<file path="src/rtl/riscv_shared_mem_arbiter.sv">
// Merges the riscv_minimal instruction and data memory ports onto one single-port
// synchronous SRAM, inserting wait states for read latency and port contention.
module riscv_shared_mem_arbiter #(
    parameter int SRAM_ADDR_BITS = 14,
    parameter bit ROUND_ROBIN    = 1'b0
) (
    input  logic                      clk,
    input  logic                      clk__enable,
    input  logic                      reset_n,
    input  logic [31:0]               imem_access_req__address,
    input  logic [3:0]                imem_access_req__byte_enable,
    input  logic                      imem_access_req__write_enable,
    input  logic                      imem_access_req__read_enable,
    input  logic [31:0]               imem_access_req__write_data,
    input  logic [31:0]               dmem_access_req__address,
    input  logic [3:0]                dmem_access_req__byte_enable,
    input  logic                      dmem_access_req__write_enable,
    input  logic                      dmem_access_req__read_enable,
    input  logic [31:0]               dmem_access_req__write_data,
    output logic                      imem_access_resp__wait,
    output logic [31:0]               imem_access_resp__read_data,
    output logic                      dmem_access_resp__wait,
    output logic [31:0]               dmem_access_resp__read_data,
    output logic                      sram_select,
    output logic                      sram_read_not_write,
    output logic [SRAM_ADDR_BITS-1:0] sram_address,
    output logic [3:0]                sram_write_enable,
    output logic [31:0]               sram_write_data,
    input  logic [31:0]               sram_read_data
);

    typedef enum logic [1:0] {IDLE, RD_I, RD_D} state_t;

    localparam logic GRANT_IMEM = 1'b0;
    localparam logic GRANT_DMEM = 1'b1;

    state_t state, state_next;
    logic   last_grant, last_grant_next;
    logic   imem_active, dmem_active;
    logic   imem_cand, dmem_cand;
    logic   grant_imem, grant_dmem;
    logic   unused_addr_bits;

    assign imem_active = imem_access_req__read_enable | imem_access_req__write_enable;
    assign dmem_active = dmem_access_req__read_enable | dmem_access_req__write_enable;

    // Word-offset and above-SRAM address bits are deliberately dropped (wrap-around).
    assign unused_addr_bits = ^{imem_access_req__address[31:SRAM_ADDR_BITS+2],
                                imem_access_req__address[1:0],
                                dmem_access_req__address[31:SRAM_ADDR_BITS+2],
                                dmem_access_req__address[1:0]};

    // Read data is simply forwarded; it only matters in the completing RD_x cycle.
    assign imem_access_resp__read_data = sram_read_data;
    assign dmem_access_resp__read_data = sram_read_data;

    always_comb begin
        imem_cand           = imem_active && (state != RD_I);
        dmem_cand           = dmem_active && (state != RD_D);
        grant_imem          = 1'b0;
        grant_dmem          = 1'b0;
        sram_select         = 1'b0;
        sram_read_not_write = 1'b1;
        sram_address        = '0;
        sram_write_enable   = 4'h0;
        sram_write_data     = 32'h0;
        state_next          = IDLE;
        last_grant_next     = last_grant;

        if (imem_cand && dmem_cand) begin
            if (ROUND_ROBIN && (last_grant == GRANT_DMEM)) grant_imem = 1'b1;
            else                                           grant_dmem = 1'b1;
        end else begin
            grant_imem = imem_cand;
            grant_dmem = dmem_cand;
        end

        if (grant_imem) begin
            sram_select         = 1'b1;
            sram_read_not_write = ~imem_access_req__write_enable;
            sram_address        = imem_access_req__address[SRAM_ADDR_BITS+1:2];
            sram_write_enable   = imem_access_req__write_enable ? imem_access_req__byte_enable : 4'h0;
            sram_write_data     = imem_access_req__write_data;
            last_grant_next     = GRANT_IMEM;
            if (!imem_access_req__write_enable) state_next = RD_I;
        end else if (grant_dmem) begin
            sram_select         = 1'b1;
            sram_read_not_write = ~dmem_access_req__write_enable;
            sram_address        = dmem_access_req__address[SRAM_ADDR_BITS+1:2];
            sram_write_enable   = dmem_access_req__write_enable ? dmem_access_req__byte_enable : 4'h0;
            sram_write_data     = dmem_access_req__write_data;
            last_grant_next     = GRANT_DMEM;
            if (!dmem_access_req__write_enable) state_next = RD_D;
        end

        // A completing read never waits; a granted write finishes now; a granted read waits.
        if (state == RD_I)    imem_access_resp__wait = 1'b0;
        else if (grant_imem)  imem_access_resp__wait = ~imem_access_req__write_enable;
        else                  imem_access_resp__wait = imem_active;

        if (state == RD_D)    dmem_access_resp__wait = 1'b0;
        else if (grant_dmem)  dmem_access_resp__wait = ~dmem_access_req__write_enable;
        else                  dmem_access_resp__wait = dmem_active;

        if (!reset_n) begin
            sram_select            = 1'b0;
            sram_write_enable      = 4'h0;
            imem_access_resp__wait = 1'b1;
            dmem_access_resp__wait = 1'b1;
        end
    end

    always_ff @(posedge clk or negedge reset_n) begin
        if (!reset_n) begin
            state      <= IDLE;
            last_grant <= GRANT_IMEM;
        end else if (clk__enable) begin
            state      <= state_next;
            last_grant <= last_grant_next;
        end
    end

endmodule
</file>
<file path="config.mk">
export PLATFORM = sky130hd
export DESIGN_NAME = riscv_shared_mem_arbiter
export DESIGN_NICKNAME = d
export VERILOG_FILES = /design/src/rtl/riscv_shared_mem_arbiter.sv
export SDC_FILE = /design/constraint.sdc
export NUM_CORES = 1
export LEC_CHECK = 0
export BUFFER_PORTS_ARGS = -buffer_cell sky130_fd_sc_hd__buf_4
export CORE_AREA = 4 4 113 115
export DETAILED_ROUTE_END_ITERATION = 16
export DIE_AREA = 0 0 117 119
export GPL_TIMING_DRIVEN = 1
export SLEW_MARGIN = 20
export SYNTH_ARGS = -nofsm -noshare
export SYNTH_HDL_FRONTEND = slang
export SYNTH_SLANG_ARGS = --single-unit
</file>
<file path="constraint.sdc">
create_clock -name clk -period 4.3 [get_ports clk]
set_input_delay 0.645 -clock clk [delete_from_list [all_inputs] [get_ports clk]]
set_output_delay 0.645 -clock clk [all_outputs]
set_load 0.05 [all_outputs]
</file>
==> flow_summary.json <==
{
  "status": "completed",
  "count_of_flip_flops_with_a_built_in_enable_after_synthesis": 0,
  "route.vias.total": 1566,
  "finalWorstSetupSlack_ns": 1.35,
  "rr_startpoint": "state[0]$_DFFE_PN0P_",
  "most_common_cell_after_layout_fill_and_taps_aside": "sky130_fd_sc_hd__buf_4",
  "final_antenna_net_count": 0,
  "crit_start": "state[0]$_DFFE_PN0P_",
  "endpoint_of_the_worst_slack_reg_to_reg_timing_path": "state[0]$_DFFE_PN0P_",
  "path_class": "reg2out",
  "tritoncts": "yes",
  "synth_top_family_by_area": "buffers and inverters",
  "setup-tns-final_ns": 0,
  "timing_hold_violations_final": 0,
  "timing.critical_path.from_type": "flop",
  "fp.dieW_um": 117,
  "synth_fp_nets": 342,
  "clock_path_buffers": 2,
  "synth_sequential_area_ratio_pct": 3.84,
  "post_synth_mux_area_share_pct": 0,
  "top_register": "state",
  "max_freq_mhz": 339,
  "syn-cell-area_um2": 1300,
  "syn_area_per_cell_um2": 7.81,
  "detailed_place_hpwl_um": 4830,
  "timing_worst_slew_pin_value_ns": 0.881,
  "drv_cap": 0,
  "cts.repair_timing.setup_buffer_count": 0,
  "timing.critical_path.arrival_ns": 2.30,
  "grtUsageMet3_pct": 1.22,
  "grt_pass1_wl_um": 7790,
  "finalSetupViolCount": 0,
  "clockRootBuffer": "sky130_fd_sc_hd__clkbuf_16",
  "synthTopCellsByArea": "sky130_fd_sc_hd__buf_4 (37%), sky130_fd_sc_hd__a22o_1 (31%), sky130_fd_sc_hd__buf_6 (6.0%)",
  "die_y_um": 119,
  "fin_crit_ns": 2.95,
  "routability_congestion_estimate": 0.711,
  "grt.overflow.total": 0,
  "sw_ratio_pct": 51.4,
  "clk_pin_slew_worst_paths_ns": 0.03,
  "largest_register_ff_count": 2,
  "met1_usage_pct": 6.86,
  "yosysWarningCount": 0,
  "synth_cell_type_count": 26,
  "globalRouteTotalUtil_pct": 6.89,
  "synth_top_cell_area_share_pct": 37.4,
  "drcViolationCount": 0,
  "post-synth-top-area-cell": "sky130_fd_sc_hd__buf_4",
  "post_cts_resized": 0,
  "detail_route.wl_per_cell_um": 14.5,
  "p_seq_share_pct": 3.4,
  "timing.max_slew.rel_slack_pct": 41.3,
  "synth-xor-area-share_pct": 0,
  "synth_compound_area_share_pct": 40.0,
  "drtPass1Iterations": 4,
  "required_ns": 3.65,
  "commonest_cells_after_routing_fill_and_taps_aside": "sky130_fd_sc_hd__buf_4 (161), sky130_fd_sc_hd__a22o_1 (46), sky130_fd_sc_hd__o21ai_0 (8)",
  "top_level_ports": 293,
  "pwr-share-comb_pct": 75.8,
  "antenna_found_initial": 0,
  "setup_repair_after_global_routing_missed_its_margin": "no",
  "cts_inserted_buffers": 3,
  "async_reset_ff_share_pct": 100,
  "busiest_layer": "met2",
  "worst_clock_skew_ns": 0.00197,
  "synth-seq-cells": 2,
  "hold_class": "in2async",
  "max_fo_critical_path": 47,
  "layout-area-overhead-vs-synth_pct": 67.6,
  "worst_setup_path_end_kind": "output pin",
  "post_synth_inst_count": 167,
  "viasPerCell": 3.91,
  "holdBufCountCts": 0,
  "worst_case_vdd_ir_drop_mv": 0.254,
  "antennaDiodeCount": 0,
  "rrSetupSlack_ns": 3.11,
  "timing.final.crit_share_pct": 68.5,
  "initial_core_util_pct": 11.0,
  "timing.reg2reg.worst_path_depth": 2,
  "layout-drive-gt1-share_pct": 66.1,
  "biggestRegsByFlops": "state: 2 flops",
  "worst_hold_slack_ns": 0.249,
  "clock_sink_count": 2,
  "cellInternalPower_uw": 327,
  "worst_skew_pair.late_latency_ns": 0.22,
  "grt.met2_usage_pct": 14.0,
  "grt_max_degree": 48,
  "initial_drc_count": 26,
  "synth-simple-area-share_pct": 10.7,
  "slew_violations": 0,
  "dieArea_um2": 13900,
  "dp_worst_setup_slack_ns": 1.39,
  "cts-htree-levels": 1,
  "buffer_ports.inserted": 160,
  "total_number_of_nets_in_the_final_design": 431,
  "core_area_um2": 11800,
  "power_switching_uw": 345,
  "total_leakage_power_uw": 0.00113,
  "grt_pass1_vias": 1565,
  "ys.flop_type": "sky130_fd_sc_hd__dfrtp_1",
  "adder_cell_area_share_of_the_yosys_netlist_pct": 0,
  "placement_rows": 40,
  "power_per_standard_cell_area_nw_per_um2": 308,
  "clock_power_share_pct": 20.8,
  "totalWireLength_um": 5810
}
## area by class of cell
class                   instances  area, µm²
inverters                       1       3.75
multi-input cells              87        663
clock buffers                   3       75.1
flip-flops and latches          2       50.0
well taps                     147        184
fillers                      1327       9630
repair buffers                161       1210
## cells by family (layout without fill, tap and decap cells)
kind of cell | Yosys count | after routing
AND/OR/NAND/NOR | 24 | 24
buffers and inverters | 78 | 165
flip-flops | 2 | 2
AO/OA/AOI/OAI | 63 | 63
## layer usage
layer,vias up,part of all wire [%]
met5,-,0
met4,0,1.5
met1,704,36
li1,729,-
met2,116,51
met3,17,12
## how the worst max path moves through the flow
| stage | endpoint | slack (ns) |
|---|---|---|
| after floorplan | sram_write_enable[0] | 1.35 |
| after global placement | sram_write_data[7] | 1.40 |
| after detailed placement | sram_write_data[7] | 1.39 |
| after CTS | sram_write_data[7] | 1.27 |
| after global routing | sram_write_data[7] | 1.16 |
| final | sram_write_data[7] | 1.35 |
## Yosys cell counts, drive strengths merged (2+ instances only)
cell    instances
o211ai          2
dfrtp           2
a22o           46
nand3           4
nand2           3
nor2            3
nor2b           3
o21ai           8
clkbuf          3
nand4           4
buf            74
o21a            3
## through the flow
step,instance area (µm²),total power [µW],util (%),cells
finish,2180,672,18.5,401
global placement,2110,534,17.9,398
floorplan,1300,518,-,167
CTS,2180,681,18.5,401
detailed placement,2110,538,17.9,398
global route,2180,702,18.5,401
## power groups by stage
stage / registers, µW / logic, µW / clock network (µW)
after global routing: 23.3 / 535 / 144
after CTS: 22.9 / 516 / 143
after floorplan: 22.5 / 495 / 0
final: 22.9 / 509 / 140
after global placement: 22.9 / 511 / 0
after detailed placement: 23.1 / 515 / 0
## worst max-delay path, cell delays in order, from the launching register on
cell	delay [ns]
sky130_fd_sc_hd__dfrtp_1	0.44
sky130_fd_sc_hd__nand2b_1	0.33
sky130_fd_sc_hd__and2_2	0.79
sky130_fd_sc_hd__a22o_1	0.27
sky130_fd_sc_hd__buf_4	0.21
Power figures use the tool's default switching activity.
